**config.mk**
```make
export PLATFORM = sky130hd
export DESIGN_NAME = util_dac_underflow_guard
export DESIGN_NICKNAME = d
export VERILOG_FILES = /design/src/rtl/util_dac_underflow_guard_pkg.sv /design/src/rtl/util_sat_counter.sv /design/src/rtl/util_dac_underflow_guard.sv
export SDC_FILE = /design/constraint.sdc
export NUM_CORES = 1
export LEC_CHECK = 0
export BUFFER_PORTS_ARGS = -buffer_cell sky130_fd_sc_hd__buf_2
export CAP_MARGIN = 10
export CORE_MARGIN = 5
export CORE_UTILIZATION = 50
export CTS_CLUSTER_DIAMETER = 40
export DETAILED_ROUTE_END_ITERATION = 8
export PLACE_DENSITY = 0.88
export REMOVE_ABC_BUFFERS = 1
export SLEW_MARGIN = 20
export SYNTH_ARGS = -nofsm -noshare
export SYNTH_HDL_FRONTEND = slang
export SYNTH_SLANG_ARGS = --single-unit
export TNS_END_PERCENT = 5
```
**constraint.sdc**
```tcl
create_clock -name dac_clk -period 9.6 [get_ports dac_clk]
set_clock_uncertainty 0.15 [all_clocks]
set_input_delay 0.96 -clock dac_clk [delete_from_list [all_inputs] [get_ports dac_clk]]
set_output_delay 0.96 -clock dac_clk [all_outputs]
set_load 0.1 [all_outputs]
```
**src/rtl/util_dac_underflow_guard_pkg.sv**
```systemverilog
// Shared types and helpers for the DAC underflow guard: FSM states, fill-mode
// encodings and a saturating increment.
package util_dac_underflow_guard_pkg;

  localparam int unsigned TS_WIDTH      = 64;
  localparam int unsigned SAT_MAX_WIDTH = 64;

  typedef enum logic [1:0] {
    ST_IDLE      = 2'd0,
    ST_PRIME     = 2'd1,
    ST_RUN       = 2'd2,
    ST_UNDERFLOW = 2'd3
  } state_t;

  localparam logic FILL_ZERO = 1'b0;
  localparam logic FILL_HOLD = 1'b1;

  // Increment that sticks at max_val instead of wrapping.
  function automatic logic [SAT_MAX_WIDTH-1:0] sat_inc(
    input logic [SAT_MAX_WIDTH-1:0] val,
    input logic [SAT_MAX_WIDTH-1:0] max_val
  );
    sat_inc = (val >= max_val) ? max_val : val + SAT_MAX_WIDTH'(1);
  endfunction

endpackage

```
**src/rtl/util_sat_counter.sv**
```systemverilog
// Saturating statistics counter with a synchronous clear that wins over increment.
module util_sat_counter
  import util_dac_underflow_guard_pkg::*;
#(
  parameter int unsigned COUNT_WIDTH = 32
) (
  input  logic                   i_clk,
  input  logic                   i_rst,
  input  logic                   i_inc,
  input  logic                   i_clr,
  output logic [COUNT_WIDTH-1:0] o_count
);

  localparam logic [SAT_MAX_WIDTH-1:0] MAX_VAL = SAT_MAX_WIDTH'({COUNT_WIDTH{1'b1}});

  logic [COUNT_WIDTH-1:0] r_count;

  always_ff @(posedge i_clk or posedge i_rst) begin
    if (i_rst) begin
      r_count <= '0;
    end else if (i_clr) begin
      r_count <= '0;
    end else if (i_inc) begin
      r_count <= COUNT_WIDTH'(sat_inc(SAT_MAX_WIDTH'(r_count), MAX_VAL));
    end
  end

  assign o_count = r_count;

endmodule

```
**src/rtl/util_dac_underflow_guard.sv**
```systemverilog
// DAC-side stream guard: forwards unpacked samples on each DAC strobe and
// substitutes fill samples when the stream stalls, tracking underflow statistics.
module util_dac_underflow_guard
  import util_dac_underflow_guard_pkg::*;
#(
  parameter int unsigned DATA_WIDTH    = 64,
  parameter int unsigned CHANNEL_WIDTH = 16,
  parameter int unsigned COUNT_WIDTH   = 32
) (
  input  logic                   dac_clk,
  input  logic                   reset,
  input  logic [TS_WIDTH-1:0]    timestamp,
  input  logic                   xfer_req,
  input  logic                   fill_mode,
  input  logic                   clear_stats,
  input  logic                   dac_valid,
  input  logic                   s_axis_valid,
  output logic                   s_axis_ready,
  input  logic [DATA_WIDTH-1:0]  s_axis_data,
  output logic [DATA_WIDTH-1:0]  dac_data,
  output logic                   underflow,
  output logic                   underflow_sticky,
  output logic [COUNT_WIDTH-1:0] underflow_runs,
  output logic [COUNT_WIDTH-1:0] underflow_samples,
  output logic [TS_WIDTH-1:0]    underflow_ts
);

  localparam int unsigned NUM_LANES = DATA_WIDTH / CHANNEL_WIDTH;

  state_t                  r_state;
  state_t                  w_next_state;
  logic                    w_accept;
  logic                    w_fill;
  logic                    w_run_start;
  logic [DATA_WIDTH-1:0]   w_hold;
  logic [DATA_WIDTH-1:0]   w_fill_data;
  logic [DATA_WIDTH-1:0]   r_dac_data;
  logic                    r_underflow;
  logic                    r_sticky;
  logic [TS_WIDTH-1:0]     r_ts;
  logic [CHANNEL_WIDTH-1:0] r_hold_lane [NUM_LANES];

  always_ff @(posedge dac_clk or posedge reset) begin
    if (reset) begin
      r_state <= ST_IDLE;
    end else begin
      r_state <= w_next_state;
    end
  end

  // Strobe decode per state; xfer_req low overrides the next state only.
  always_comb begin
    w_next_state = r_state;
    w_accept     = 1'b0;
    w_fill       = 1'b0;
    w_run_start  = 1'b0;
    case (r_state)
      ST_IDLE: begin
        if (xfer_req) begin
          w_next_state = ST_PRIME;
        end
      end
      ST_PRIME: begin
        if (dac_valid && s_axis_valid) begin
          w_accept     = 1'b1;
          w_next_state = ST_RUN;
        end
      end
      ST_RUN: begin
        if (dac_valid) begin
          if (s_axis_valid) begin
            w_accept = 1'b1;
          end else begin
            w_fill       = 1'b1;
            w_run_start  = 1'b1;
            w_next_state = ST_UNDERFLOW;
          end
        end
      end
      ST_UNDERFLOW: begin
        if (dac_valid) begin
          if (s_axis_valid) begin
            w_accept     = 1'b1;
            w_next_state = ST_RUN;
          end else begin
            w_fill = 1'b1;
          end
        end
      end
      default: w_next_state = ST_IDLE;
    endcase
    if (!xfer_req) begin
      w_next_state = ST_IDLE;
    end
  end

  assign s_axis_ready = dac_valid && (r_state != ST_IDLE);

  // Hold register kept per channel lane so hold-last repeats every channel's last sample.
  for (genvar g = 0; g < NUM_LANES; g++) begin : g_lane
    always_ff @(posedge dac_clk or posedge reset) begin
      if (reset) begin
        r_hold_lane[g] <= '0;
      end else if (w_accept) begin
        r_hold_lane[g] <= s_axis_data[g*CHANNEL_WIDTH +: CHANNEL_WIDTH];
      end
    end
    assign w_hold[g*CHANNEL_WIDTH +: CHANNEL_WIDTH] = r_hold_lane[g];
  end

  assign w_fill_data = (fill_mode == FILL_HOLD) ? w_hold : '0;

  always_ff @(posedge dac_clk or posedge reset) begin
    if (reset) begin
      r_dac_data <= '0;
    end else if (dac_valid) begin
      if (w_accept) begin
        r_dac_data <= s_axis_data;
      end else if (w_fill) begin
        r_dac_data <= w_fill_data;
      end else begin
        r_dac_data <= '0;
      end
    end
  end

  // Run-start pulse, sticky flag and run-start timestamp.
  always_ff @(posedge dac_clk or posedge reset) begin
    if (reset) begin
      r_underflow <= 1'b0;
      r_sticky    <= 1'b0;
      r_ts        <= '0;
    end else begin
      r_underflow <= w_run_start;
      if (clear_stats) begin
        r_sticky <= 1'b0;
      end else if (w_run_start) begin
        r_sticky <= 1'b1;
      end
      if (w_run_start) begin
        r_ts <= timestamp;
      end
    end
  end

  util_sat_counter #(
    .COUNT_WIDTH(COUNT_WIDTH)
  ) u_runs (
    .i_clk   (dac_clk),
    .i_rst   (reset),
    .i_inc   (w_run_start),
    .i_clr   (clear_stats),
    .o_count (underflow_runs)
  );

  util_sat_counter #(
    .COUNT_WIDTH(COUNT_WIDTH)
  ) u_samples (
    .i_clk   (dac_clk),
    .i_rst   (reset),
    .i_inc   (w_fill),
    .i_clr   (clear_stats),
    .o_count (underflow_samples)
  );

  assign dac_data         = r_dac_data;
  assign underflow        = r_underflow;
  assign underflow_sticky = r_sticky;
  assign underflow_ts     = r_ts;

endmodule

```
==> flow_summary.yaml <==
floorplanning:
  die_w_um: 159.3
  die_area_mm2: 0.02538
  core_mm2: 0.02189
  pin_count: 330
  rows: 54
  start_util_pct: 50.93
  dieHeight_um: 159.3
synth:
  synth_cell_types: 45
  ys_ff_latch: 260
  synth_edf_count: 0
  syn-cell-area_mm2: 0.01115
  yosysMostFrequentCell: "dfrtp_1"
  synth_area_leaders: "dfrtp_1, nand2_1, mux2_2"
  synth-seq-area-share_pct: 58.36
  yosys.area.top_type: "dfrtp_1"
  syn_avg_cell_area_um2: 10.90
  synth_commonest_cells: "dfrtp_1, nand2_1, nor2b_1"
  ys.flop_type: "dfrtp_1"
  syn-instance-count: 1023
  synth_top_area_share_pct: 58.36
  async_flop_share_pct: 100.0
  yosys_warnings: 0
setup_path:
  start_kind: "primary input"
  crit_arrival_ns: 4.36
  crit_start: "dac_valid"
  cp_slowest_stage_delay_ns: 0.67
  worstReg2RegStart: "r_state[0]"
  crit_slowest_cell: "nor3_1"
  rr_worst_depth: 8
  cp_common_cell: "buf_4"
  crit_path_end_kind: "flip-flop"
  reg2reg_slack_ns: 6.22
  cp_cell_sequence: "buf_2 -> buf_4 -> nand4bb_4 -> buf_4 -> inv_2 -> buf_4 -> nand3_1 -> nor3_1 -> a41oi_1 -> a311oi_1"
  cp_max_fo: 85
  crit_type: "primary input to flip-flop"
  crit_required_ns: 9.85
final_layout:
  multiInputGateArea_mm2: 0.004404
  seqCellArea_mm2: 0.006506
  final_nets: 1478
  area_growth_pct: 28.63
  layout-drive-gt1-share_pct: 35.45
  nFillCells: 1676
routing:
  wl_mm: 31.33
  ant_nets: 0
  vias: 9619
  drc: 0
  vias_per_cell: 5.798
  wl_per_cell_um: 18.88
  drt-pass1-iter-count: 5
  drtIter0Drc: 638
power:
  ir_drop_mv: 0.2152
  p_leak_nw: 7.321
  cellPowerDensity_mw_per_mm2: 256.8
sta:
  layout_setup_ws_ns: 5.493
  worst_slew_pin_slew_ns: 0.8487
  slew_headroom_pct: 43.42
  period_share_pct: 42.78
  hold_violations: 0
  tns_ns: 0
  clock.fmax_mhz: 243.5
  timing.final.max_slew_violations: 0
  finalSetupViolations: 0
  rsz0062_at_grt: "false"
  min_period_ns: 4.107
global_routing:
  grt_max_degree: 118
  grt_pass1_vias: 9604
  grt_pass1_wl_mm: 50.89
  grtUsageTotal_pct: 23.92
  grt_overflow_total: 0
  antenna_found_initial: 8
cts:
  cts_hold_buf: 0
  cts_buffers: 39
  insertion_delay_ns: 0.50
  htree_num_levels: 2
  cts_setup_buffers: 0
  clockBufferDepth: 3
  cts_tree: "yes"
  post_cts_resized: 0
  cts-root-buf: "clkbuf_16"
  clk_pin_slew_ns: 0.06
  numClockSinks: 260
placement:
  gp_congestion: 0.8427
  pre_cts_ws_ns: 5.024
  hpwl_mm: 21.13
  io_buffers: 329
hold_path:
  worstHoldStart: "underflow_ts[60]"
  min_path_type: "flip-flop to flip-flop"
  holdPathStages: 2
run:
  cap_violations: 0
run_status:
  status: "completed"
==> cell families (layout without fill, tap and decap cells) <==
| family | Yosys count | after routing | share of synthesized area [%] |
|---|---|---|---|
| AOI/OAI and AO/OA | 162 | 162 | 11.77 |
| xor gates and xnor gates | 2 | 2 | 0.1572 |
| adders and majority gates | 2 | 2 | 0.2244 |
| buffers and inverters | 69 | 417 | 2.413 |
| DFF | 260 | 260 | 58.36 |
| muxes | 67 | 67 | 6.734 |
| other | 0 | 8 | 0 |
| and+or+nand+nor | 461 | 461 | 20.34 |
==> worst paths after layout <==
path / to
worst min-delay path: underflow_ts[60]
max in group asynchronous: dac_data[26]
worst min register to register: underflow_ts[60]
worst max-delay path: u_runs.o_count[26]
worst max register to register: u_runs.o_count[26]
min in group asynchronous: underflow_ts[12]
==> power by group <==
part / switching, W / internal (W) / leakage [nW]
registers: 0.0000873 / 0.00125 / 3.41
clock network: 0.000547 / 0.000827 / 0.639
logic: 0.000788 / 0.000181 / 3.27
total: 0.00142 / 0.00226 / 7.32
==> layer usage <==
| metal | global-route usage [%] | up-vias | wire (µm) |
|---|---|---|---|
| met5 | 0 | - | 0 |
| met3 | 6.135 | 76 | 2472 |
| li1 | - | 4361 | - |
| met2 | 38.28 | 433 | 15320 |
| met4 | 11.32 | 0 | 1120 |
| met1 | 30.63 | 4749 | 12420 |
==> registers in the layout (all words and copies together) (netlist names) <==
signal and cells:
u_runs.o_count 32, underflow_sticky 1, u_samples.o_count 32, dac_data 64
underflow_ts 64, underflow 1, r_hold_lane 64, r_state 2
==> area by class of cell <==
| class | instances | area share [%] |
|---|---|---|
| Sequential cell | 260 | 45.37 |
| Inverter | 7 | 0.2356 |
| Clock buffer | 45 | 7.469 |
| Clock inverter | 26 | 1.597 |
| Antenna cell | 8 | 0.1396 |
| Timing Repair Buffer | 339 | 12.03 |
| Tap cell | 280 | 2.443 |
| Multi-Input combinational cell | 694 | 30.71 |
==> placed cells by master, fill, tap and decap left out, drive strengths merged, types with 6 or more instances in the layout <==
cell type and n:
buf 339, dfrtp 260, nand2 208, nor2b 70
a221o 64, mux2 64, nor2 45, clkbuf 45
nor3 36, and3 25, a31oi 24, a21oi 19
nand4 19, nand3 18, inv 17, nor4 13
clkinv 13, and4 11, a211oi 10, a311oi 10
o21bai 9, diode 8, o21a 8, and2 7
a41oi 6
==> critical path, delay by kind of cell <==
kind / cells / cell delay [ns]
AOI/OAI and AO/OA: 2 / 0.48
and+or+nand+nor: 3 / 1.02
buffers and inverters: 5 / 1.81
==> per-stage QoR <==
step	hold WS, ns	power, W	std cells	util, %	cell area (µm²)
final	0.3143	0.003682	1659	65.51	14340
after global routing	0.3387	0.003818	1659	65.51	14340
after CTS	0.3220	0.003712	1651	65.40	14320
after detailed placement	0.3082	0.002328	1580	59.46	13020
after global placement	0.3050	0.002303	1580	59.43	13010
after floorplan	0.3259	0.002128	961	-	10910
(Power assumes the default switching activity.)
